### config.mk
export PLATFORM = sky130hd
export DESIGN_NAME = spi_tx_feeder
export DESIGN_NICKNAME = d
export VERILOG_FILES = /design/src/rtl/spi_feeder_pkg.sv /design/src/rtl/sync_fifo.sv /design/src/rtl/spi_tx_feeder.sv
export SDC_FILE = /design/constraint.sdc
export NUM_CORES = 1
export LEC_CHECK = 0
export ABC_AREA = 1
export BUFFER_PORTS_ARGS = -buffer_cell sky130_fd_sc_hd__buf_2
export CORE_AREA = 2 2 118 74
export DETAILED_ROUTE_END_ITERATION = 6
export DIE_AREA = 0 0 120 76
export HOLD_SLACK_MARGIN = 0.15
export PLACE_DENSITY = 0.73
export SLEW_MARGIN = 20
export SYNTH_ARGS = -nofsm -noshare
export SYNTH_HDL_FRONTEND = slang
export SYNTH_SLANG_ARGS = --single-unit
### constraint.sdc
create_clock -name clk -period 2.7 [get_ports clk]
set_input_delay 0.135 -clock clk [delete_from_list [all_inputs] [get_ports clk]]
set_output_delay 0.135 -clock clk [all_outputs]
set_load 0.02 [all_outputs]
### src/rtl/spi_feeder_pkg.sv
// Shared types and constants for the SPI transmit feeder.
// Provides the FSM state encoding, default parameter values and small
// width helpers used by the FIFO and the feeder itself.
package spi_feeder_pkg;

    localparam int DEF_DATA_W      = 8;
    localparam int DEF_DEPTH       = 8;
    localparam int DEF_GAP_CYC     = 4;
    localparam int DEF_TIMEOUT_CYC = 1024;

    typedef enum logic [1:0] {
        IDLE      = 2'd0,
        START     = 2'd1,
        WAIT_DONE = 2'd2,
        GAP       = 2'd3
    } state_t;

    // Pointer width for a power-of-2 FIFO depth.
    function automatic int ptr_w(input int depth);
        return (depth > 1) ? $clog2(depth) : 1;
    endfunction

    // Occupancy width: one extra bit so a full FIFO (level == depth) fits.
    function automatic int lvl_w(input int depth);
        return $clog2(depth) + 1;
    endfunction

    // Width of a counter that must reach n-1; never narrower than 1 bit.
    function automatic int cnt_w(input int n);
        return (n > 1) ? $clog2(n) : 1;
    endfunction

endpackage

### src/rtl/sync_fifo.sv
// Single-clock FIFO with registered occupancy.
// Ports:
//   clk, reset      - clock and synchronous active-high reset (clears pointers)
//   push, push_data - write request; ignored while full
//   pop             - read request; ignored while empty
//   head            - entry at the read pointer (valid while !empty)
//   full, empty     - derived from the registered occupancy
//   level           - current number of stored entries
module sync_fifo
    import spi_feeder_pkg::*;
#(
    parameter int DATA_W = DEF_DATA_W,
    parameter int DEPTH  = DEF_DEPTH
) (
    input  logic                      clk,
    input  logic                      reset,
    input  logic                      push,
    input  logic [DATA_W-1:0]         push_data,
    input  logic                      pop,
    output logic [DATA_W-1:0]         head,
    output logic                      full,
    output logic                      empty,
    output logic [lvl_w(DEPTH)-1:0]   level
);

    localparam int PW = ptr_w(DEPTH);
    localparam int LW = lvl_w(DEPTH);

    logic [DATA_W-1:0] mem [DEPTH];
    logic [PW-1:0]     wr_ptr;
    logic [PW-1:0]     rd_ptr;
    logic [LW-1:0]     count;
    logic              do_push;
    logic              do_pop;

    assign do_push = push && !full;
    assign do_pop  = pop && !empty;

    assign full  = (count == LW'(DEPTH));
    assign empty = (count == '0);
    assign head  = mem[rd_ptr];
    assign level = count;

    // Storage is not reset; stale contents are unreachable once pointers clear.
    always_ff @(posedge clk) begin
        if (do_push) begin
            mem[wr_ptr] <= push_data;
        end
    end

    // Pointers are exactly log2(DEPTH) bits, so increment wraps modulo DEPTH.
    always_ff @(posedge clk) begin
        if (reset) begin
            wr_ptr <= '0;
            rd_ptr <= '0;
            count  <= '0;
        end else begin
            if (do_push) wr_ptr <= wr_ptr + PW'(1);
            if (do_pop)  rd_ptr <= rd_ptr + PW'(1);
            case ({do_push, do_pop})
                2'b10:   count <= count + LW'(1);
                2'b01:   count <= count - LW'(1);
                default: count <= count;
            endcase
        end
    end

endmodule

### src/rtl/spi_tx_feeder.sv
// Feeds queued bytes to spi_master one at a time.
// Ports:
//   clk, reset   - clock and synchronous active-high reset
//   wr_valid     - producer offers wr_data
//   wr_data      - byte to queue
//   wr_ready     - FIFO has room
//   spi_start    - one-cycle start pulse to spi_master
//   spi_data     - byte for spi_master; changes only when a byte is popped
//   spi_done     - completion from spi_master (pulse or level)
//   busy         - a transfer is in flight or bytes are queued
//   level        - FIFO occupancy
//   timeout_err  - sticky watchdog flag, cleared only by reset
//   fsm_state    - current FSM state, for observation
//
// Handshake: a byte is accepted on every rising clk edge where
// wr_valid && wr_ready; wr_ready does not depend on wr_valid, and the
// producer must keep wr_data stable while wr_valid is high and wr_ready low.
module spi_tx_feeder
    import spi_feeder_pkg::*;
#(
    parameter int DATA_W      = DEF_DATA_W,
    parameter int DEPTH       = DEF_DEPTH,
    parameter int GAP_CYC     = DEF_GAP_CYC,
    parameter int TIMEOUT_CYC = DEF_TIMEOUT_CYC
) (
    input  logic                      clk,
    input  logic                      reset,
    input  logic                      wr_valid,
    input  logic [DATA_W-1:0]         wr_data,
    output logic                      wr_ready,
    output logic                      spi_start,
    output logic [DATA_W-1:0]         spi_data,
    input  logic                      spi_done,
    output logic                      busy,
    output logic [lvl_w(DEPTH)-1:0]   level,
    output logic                      timeout_err,
    output state_t                    fsm_state
);

    localparam int GW = cnt_w(GAP_CYC);
    localparam int WW = cnt_w(TIMEOUT_CYC);
    localparam logic [GW-1:0] GAP_LAST = GW'((GAP_CYC > 0) ? GAP_CYC - 1 : 0);
    localparam logic [WW-1:0] WD_LAST  = WW'(TIMEOUT_CYC - 1);
    // With no gap configured the GAP state is skipped entirely.
    localparam state_t AFTER_WAIT = (GAP_CYC > 0) ? GAP : IDLE;

    state_t            state;
    state_t            state_nxt;
    logic              done_q;
    logic              done_rise;
    logic              wd_expire;
    logic              pop;
    logic              full;
    logic              empty;
    logic [DATA_W-1:0] head;
    logic [GW-1:0]     gap_cnt;
    logic [WW-1:0]     wd_cnt;

    sync_fifo #(
        .DATA_W (DATA_W),
        .DEPTH  (DEPTH)
    ) u_fifo (
        .clk       (clk),
        .reset     (reset),
        .push      (wr_valid),
        .push_data (wr_data),
        .pop       (pop),
        .head      (head),
        .full      (full),
        .empty     (empty),
        .level     (level)
    );

    // Only rising edges count, so a level-style done is consumed once.
    assign done_rise = spi_done && !done_q;
    assign wd_expire = (wd_cnt == WD_LAST);
    assign pop       = (state == IDLE) && !empty;
    assign wr_ready  = !full;
    assign busy      = (state != IDLE) || !empty;
    assign fsm_state = state;

    always_comb begin
        state_nxt = state;
        spi_start = 1'b0;
        case (state)
            IDLE: begin
                if (!empty) state_nxt = START;
            end
            START: begin
                spi_start = 1'b1;
                state_nxt = WAIT_DONE;
            end
            WAIT_DONE: begin
                // done_rise wins over a same-cycle expiry.
                if (done_rise || wd_expire) state_nxt = AFTER_WAIT;
            end
            GAP: begin
                if (gap_cnt == GAP_LAST) state_nxt = IDLE;
            end
            default: state_nxt = IDLE;
        endcase
    end

    always_ff @(posedge clk) begin
        if (reset) begin
            state       <= IDLE;
            done_q      <= 1'b0;
            spi_data    <= '0;
            timeout_err <= 1'b0;
            gap_cnt     <= '0;
            wd_cnt      <= '0;
        end else begin
            state  <= state_nxt;
            done_q <= spi_done;
            if (pop) begin
                spi_data <= head;
            end
            if (state == WAIT_DONE && !done_rise && wd_expire) begin
                timeout_err <= 1'b1;
            end
            // Both counters run only inside their state and restart at zero.
            gap_cnt <= (state == GAP)       ? gap_cnt + GW'(1) : '0;
            wd_cnt  <= (state == WAIT_DONE) ? wd_cnt + WW'(1)  : '0;
        end
    end

endmodule

**Word-level counts from Yosys, hierarchy flattened**

Memory sizes are Yosys's and may differ from the RTL's. A register that Yosys moved wholly into a read port is not among the register bits.
Index checks and enable logic that the tools add are counted.

- RAM bits: 64
- Input port bits: 12
- Register bits: 26
- Memories: 1

Memory list:

| name | words | bits a word | read ports | clocked after Yosys merged registers in | wr ports | RTL line | source |
|---|---|---|---|---|---|---|---|
| u_fifo.mem | 8 | 8 | 1 | 1 | 1 | sync_fifo.sv:29 | `logic [DATA_W-1:0] mem [DEPTH];` |

- $add $sub $neg: 6
- Mux-type cells: 8
- Equal/unequal tests: 11
- Reduce and logical (&&, ||, !) cells: 19
- Bitwise logic cells: 2

Operator list:

| kind | number |
|---|---|
| 10-bit by 1-bit adder with 10-bit output, second input constant | 1 |
| 10-bit == test, second input constant | 1 |
| 2-bit == test, second input constant | 4 |
| 2-bit one-hot mux with 4 select lines | 1 |
| 4-bit one-hot mux with 2 select lines | 1 |
| 3-bit by 1-bit adder with 3-bit output, second input constant | 2 |
| 1-bit logical AND | 6 |
| 2-bit two-way mux | 3 |
| 2-bit != test, second input constant | 3 |
| 4-bit by 1-bit adder with 4-bit output, second input constant | 1 |
| 2-bit by 1-bit == test with 1-bit output, second input constant | 2 |
| 4-bit == test, second input constant | 1 |
| 1-bit zero test | 4 |
| 4-bit zero test | 1 |
| 2-bit nonzero test | 2 |
| 2-bit OR reduction | 2 |
| 4-bit by 1-bit subtractor with 4-bit output, second input constant | 1 |
| 1-bit two-way mux | 3 |
| 3-bit AND reduction | 1 |
| 2-bit by 1-bit adder with 2-bit output, second input constant | 1 |
| 2-bit zero test | 1 |
| 1-bit logical OR | 2 |
| 1-bit inverter | 2 |

**Logic depth before layout (Yosys ltp)**

Gate-level depths: netlist of run 1.

- Depth in word-level cells: 6
- Depth in mapped cells: 13
- Mapped depth without buffers: 13

**Modules after synthesis**

From an unflattened synthesis of run 1, not the netlist that was laid out.

- Cells, all modules: 414
- Area total of the unflattened synthesis: 4,271.6 um2

By module, submodules not included:

| module | area an instance (um2) | instances | cells an instance | sequential area each (um2) |
|---|---|---|---|---|
| sync_fifo | 3,213.1 | 1 | 276 | 2,182.1 |
| spi_tx_feeder | 1,058.5 | 1 | 138 | 480.5 |

**Worst setup path before layout of run 1**

OpenSTA, ideal clock, no wires.

- Path type: register to register
- Start point: reg state[0] (netlist: fsm_state[0])
- End point: reg u_fifo.count[2] (netlist: u_fifo.level[2])
- Data arrival time: 1.974 ns
- Buffers on the path: 0
- Stages on the path, launching flop included: 12
- Data required time: 2.585 ns
- Setup time: 0.115 ns
- Clock period less this slack: 2.090 ns
- Setup slack: 0.610 ns
- Cells stage by stage: dfxtp_1 -> inv_1 -> ha_1 -> inv_1 -> a21oi_4 -> ha_1 -> xor2_1 -> ha_1 -> a21oi_1 -> xnor2_1 -> o21ai_0 -> inv_1

- Longest elaborated chain between the ends: 5
- Elaborated cells on any way between the ends: 7

Ends and longest elaborated chain:

| item | RTL line | source |
|---|---|---|
| start: declaration | spi_tx_feeder.sv:47 | `state_t state;` |
| start signal: assignment | spi_tx_feeder.sv:113 | `state <= state_nxt;` |
| 2-bit zero test * | spi_tx_feeder.sv:77 | `assign pop = (state == IDLE) && !empty;` |
| 1-bit logical AND * | spi_tx_feeder.sv:77 |  |
| net pop | spi_tx_feeder.sv:52 | `logic pop;` |
| 1-bit logical AND * | sync_fifo.sv:37 | `assign do_pop = pop && !empty;` |
| 2-bit by 1-bit == test with 1-bit output / 2-bit == test (equally long branches) | sync_fifo.sv:60 | `case ({do_push, do_pop})` |
| 4-bit one-hot mux with 2 select lines / 2-bit nonzero test (equally long branches) | -- |  |
| end signal: assignment | sync_fifo.sv:61 | `2'b10: count <= count + LW'(1);` |
| end signal: assignment | sync_fifo.sv:62 | `2'b01: count <= count - LW'(1);` |
| end signal: assignment | sync_fifo.sv:63 | `default: count <= count;` |
| end: declaration | sync_fifo.sv:32 | `logic [LW-1:0] count;` |

Mark *: on every way through the listed nets, which the timed path passes. The rest lies on a longest branch.
A chain may end at the register's enable or synchronous reset.

**Worst setup path in the final report of run 1**

- Start point: reg state[1] (netlist: fsm_state[1])
- End point: reg u_fifo.count[2] (netlist: u_fifo.level[2])

The elaborated chain is that of the path after synthesis.

==> results.cfg, run 1 <==
[clocking]
clkSinkCount = 98
clk_path_buf_depth = 2
cts_tree = built
cts_root_buffer = clkbuf_16
clk_pin_slew_ps = 60
post_cts_buffers = 0
insertion_delay_ps = 340
numCtsBuffers = 9
htree_levels = 3

[setup_path]
worstSetupStartpointType = register
crit_type = reg2reg
cp_cell_sequence = inv_1 -> ha_1 -> inv_1 -> a21oi_4 -> ha_1 -> xor2_1 -> ha_1 -> a21oi_1 -> xnor2_1 -> o21ai_0 -> inv_1
slowest_delay_ps = 350
worstPathBufferInverterCount = 3
worst-path-max-fanout = 11
crit_required_ps = 2930
cp.arrival_ps = 2570
critPathSlowestCell = dfxtp_1
cp_top_family = adder cells
crit_path_end_kind = register

[sta]
rsz0062_at_grt = false
finalMaxSlewViolations = 0
period_share = 0.867
hold_violations = 0
relSlewSlack = 0.485
fmax_mhz = 427
tns_ps = 0
tightest_slew_ps = 770
fin_crit_ps = 2340
clock_skew_ps = 4.29
setup_viol = 0

[grt]
grt_pass1_vias = 2810
met1_usage = 0.284
antenna_found_initial = 0
grt_start_max_net_pins = 35
grt_util_met2 = 0.312
grt_usage = 0.205
gr-max-usage-layer = met2
gr-total-overflow = 0
grtUsageMet3 = 0.0689
grt_pass1_wl_um = 14200

[yosys]
ys_ff_latch = 98
syn_avg_cell_area_um2 = 9.49
synth_cells = 456
ys_warn_count = 0
synthTopCellsByArea = edfxtp_1 (44%), dfxtp_1 (16%), nand2_1 (9.6%)
synth_top_cell_by_area = edfxtp_1
syn-cell-area_mm2 = 0.00433
synth_nets = 480
ys_seq_area_frac = 0.602
synth_top_area_frac = 0.444
ys_types = 28

[route]
first_iter_violations = 298
drt_first_pass_iters = 4
antenna_left = 0
wl_per_cell_um = 14.0
via_per_inst = 4.90
vias = 3026
wirelength_um = 8640
drc = 0

[hold_path]
hp-class = in2reg

[pwr]
powerDensity_mw_per_mm2 = 954
p_leak_uw = 0.00219
vdd_ir_drop_max_mv = 0.607

[final_layout]
fin_area_mm2 = 0.00501
final_common_cell = nand2_1
syn_to_final_growth_pct = 15.8
antenna_cells = 0
nNetsFinal = 524
final_cell_mix = nand2_1 (111), inv_1 (72), edfxtp_1 (64)
multi_input_area_mm2 = 0.00137
fillCellCount = 680
drive_above_1_share = 0.149
register_area_mm2 = 0.00260

[floorplan]
row_count = 26
start_util = 0.530
core-area_mm2 = 0.00817
die_area_mm2 = 0.00912
io_pins = 30
die_h_um = 76
die_w_um = 120

[placement]
port-buffer-count = 29
place.gp.congestion = 0.891
dp_hpwl_um = 5870
place_area_mm2 = 0.00460

[run]
maxCapViolCount = 0

[outcome]
outcome = completed
metrics by stage:
stage / power, uW / std cells / hold slack (ps) / utilization / setup slack [ps]
CTS: 4800 / 617 / 210 / 0.614 / 388
global route: 5070 / 617 / 227 / 0.614 / 173
finish: 4780 / 617 / 215 / 0.614 / 359
detailed placement: 3470 / 591 / 364 / 0.563 / 406
floorplan: 3080 / 456 / 234 / - / 610
global placement: 3410 / 591 / 349 / 0.563 / 550
worst reg2reg max path: cells and delay by family (launching register included):
family / cells / cell delay (ps)
AOI/OAI and AO/OA: 3 / 550
xor gates and xnor gates: 2 / 360
adders and majority gates: 3 / 730
buffers and inverters: 3 / 260
DFF: 1 / 350
per-layer routing:
layer  part of all wire  routed length, um  vias up
met5                  0                  0        -
met4             0.0078                 67        0
met3              0.049                427        8
met2               0.45               3860       74
met1               0.50               4290     1396
li1                   -                  -     1548
worst paths after layout:
| kind | endpoint | from | depth (start not counted) | slack, ps |
|---|---|---|---|---|
| setup / recovery | u_fifo.level[2] | fsm_state[1] | 11 | 360 |
| hold / removal | done_q | reset | 2 | 220 |
| setup reg to reg | u_fifo.level[2] | fsm_state[1] | 11 | 360 |
| hold reg to reg | gap_cnt[0] | gap_cnt[0] | 1 | 430 |
power by group:
part / internal, uW / switching, uW
Combinational: 520 / 1040
Clock: 792 / 522
Sequential: 1770 / 142
kinds of logic after synthesis:
group,synth area share
simple gates,0.214
flops,0.602
buf+inv,0.0827
compound gates,0.0506
fa+ha+maj,0.0347
xor+xnor,0.0162
area by class of cell:
cell class	instances	area share
timing repair buffer	47	0.0609
sequential	98	0.519
clock buffer	11	0.0527
multi-input combinational	269	0.273
tap	112	0.0280
clock inverter	5	0.00999
inverter	75	0.0562
state kept, by name (all words and copies together) (netlist names), 2 cells and up:
register and cells:
u_fifo.mem 64, u_fifo.wr_ptr 3, wd_cnt 10, spi_data 8
fsm_state 2, u_fifo.rd_ptr 3, gap_cnt 2, u_fifo.level 4
repair_timing:
item | CTS | global route
resized for setup | 0 | 0
endpoints found under the hold margin | 68 | 0
setup endpoints to repair | 0 | 0
hold buffers | 10 | 0
synth_stat cells (all sizes together):
library cell  number
or2                2
xnor2              1
o21ai              9
and3               1
dfxtp             34
buf               12
inv               75
nand2            117
ha                12
nand3             57
edfxtp            64
nor2              33
nand4              2
nor3               2
a21oi             25
clkbuf             2
xor2               7
o21bai             1
No activity file was read; power rests on OpenSTA's default activity.
==> run 2, diff against run 1 <==
--- a/config.mk
+++ b/config.mk
@@ -7,11 +7,11 @@
 export LEC_CHECK = 0
 export ABC_AREA = 1
 export BUFFER_PORTS_ARGS = -buffer_cell sky130_fd_sc_hd__buf_2
-export CORE_AREA = 2 2 118 74
+export CORE_AREA = 2 2 119 75
 export DETAILED_ROUTE_END_ITERATION = 6
-export DIE_AREA = 0 0 120 76
+export DIE_AREA = 0 0 121 77
 export HOLD_SLACK_MARGIN = 0.15
-export PLACE_DENSITY = 0.73
+export PLACE_DENSITY = 0.74
 export SLEW_MARGIN = 20
 export SYNTH_ARGS = -nofsm -noshare
 export SYNTH_HDL_FRONTEND = slang
==> constraint.sdc (replaced) <==
create_clock -name clk -period 2 [get_ports clk]
set_input_delay 0.1 -clock clk [delete_from_list [all_inputs] [get_ports clk]]
set_output_delay 0.1 -clock clk [all_outputs]
set_load 0.02 [all_outputs]
==> results.cfg, run 2 (synthesis results as in run 1) <==
[final_layout]
fillCellCount = 654
multi_input_area_mm2 = 0.00142
nNetsFinal = 530
largest_reg_flops = 64
drive_above_1_share = 0.182
syn_to_final_growth_pct = 19.3
fin_area_mm2 = 0.00516
final_cell_mix = nand2_1 (111), inv_1 (69), edfxtp_1 (64)
antenna_cells = 0
final_common_cell = nand2_1
register_area_mm2 = 0.00261
reg_top3 = u_fifo.mem (64), wd_cnt (10), spi_data (8)
largest-register = u_fifo.mem
fin_cells = 623

[placement]
place_area_mm2 = 0.00463
placed_cells = 595
place.gp.congestion = 0.912
port-buffer-count = 29
dp_hpwl_um = 6130

[sta]
clock_skew_ps = 4.93
relSlewSlack = 0.520
fin_crit_ps = 1890
finalMaxSlewViolations = 0
rsz0062_at_grt = true
setup_viol = 0
hold_violations = 0
tns_ps = 0
period_share = 0.946
tightest_slew_ps = 717
fmax_mhz = 529

[clocking]
clkSinkCount = 98
clk_path_buf_depth = 2
numCtsBuffers = 9
clk_pin_slew_ps = 60
insertion_delay_ps = 350
cts_tree = built
htree_levels = 3
cts_root_buffer = clkbuf_16

[grt]
grt_util_met2 = 0.322
gr-max-usage-layer = met2
gr-total-overflow = 0
grt_start_max_net_pins = 35
grt_pass1_vias = 3008
antenna_found_initial = 0
grtUsageMet3 = 0.0655
met1_usage = 0.305
grt_pass1_wl_um = 15300
grt_usage = 0.217

[floorplan]
start_util = 0.526
die_area_mm2 = 0.00932
row_count = 26
die_h_um = 77
io_pins = 30
core-area_mm2 = 0.00823
die_w_um = 121

[hold_path]
min_from = reset
hp-class = in2reg

[pwr]
vdd_ir_drop_max_mv = 1.01
powerDensity_mw_per_mm2 = 1360
p_leak_uw = 0.00223

[setup_path]
crit_required_ps = 2280
r2r-start = u_fifo.level[1]
crit_type = reg2reg
cp.arrival_ps = 2170
worstSetupStartpointType = register
crit_path_end_kind = register
crit_start = u_fifo.level[1]
worst-path-max-fanout = 6

[route]
drt_first_pass_iters = 4
first_iter_violations = 320
antenna_left = 0
wl_per_cell_um = 15.1
wirelength_um = 9380
drc = 0
vias = 3170
via_per_inst = 5.09

[outcome]
outcome = completed

[run]
maxCapViolCount = 0
## run 2: final cells by class
type	count	area share
clock buffer	9	0.0436
clock inverter	7	0.0271
inverter	75	0.0545
multi-input combinational	269	0.275
sequential	98	0.505
tap	112	0.0271
timing repair buffer	53	0.0679
## run 2: critical path: stages, from the launching register on
cell     delay (ps)
dfxtp_2         360
inv_2            70
nand2_2          70
nor2_4          200
a21oi_4         100
buf_4           150
ha_4            250
inv_1            70
nand2_1          60
nor2_1           80
nand3_1         130
nand3_1         120
nand2_1          50
nor2_1          110
## run 2: path summary, 6_finish.rpt
| path | end | depth (start not counted) | slack (ps) |
|---|---|---|---|
| worst max-delay path | u_fifo.level[3] | 13 | 110 |
| worst min-delay path | spi_data[3] | 2 | 170 |
| worst max register to register | u_fifo.level[3] | 13 | 110 |
| worst min register to register | gap_cnt[0] | 1 | 440 |
## run 2: metrics by stage
stage                     worst slack [ps]  utilization  hold WS [ps]  total power [uW]
final                                  109        0.627           167              7010
after global routing                 -22.7        0.627           192              7400
after CTS                             5.87        0.619           160              6880
after detailed placement             -7.24        0.563           357              4770
after global placement                75.9        0.563           319              4710
after floorplan                       14.9            -           199              4170
## run 2: report_power, final
group | leakage [uW] | switching (uW) | total [uW] | internal [uW]
clock | 0.000174 | 739 | 2090 | 1350
sequential | 0.000860 | 166 | 2560 | 2390
combinational | 0.00120 | 1530 | 2370 | 834
total | 0.00223 | 2440 | 7010 | 4570
## run 2: timing repair
| action | CTS | global route |
|---|---|---|
| setup endpoints to repair | 1 | 3 |
| hold buffers | 10 | 0 |
| gates resized for setup | 1 | 12 |
| setup buffers | 0 | 2 |
| pin swaps | 0 | 3 |
| endpoints found under the hold margin | 68 | 0 |
## run 2: routing by layer
layer | vias to the layer above | share of wire
li1 | 1565 | -
met1 | 1487 | 0.46
met2 | 104 | 0.45
met3 | 14 | 0.076
met4 | 0 | 0.013
met5 | - | 0
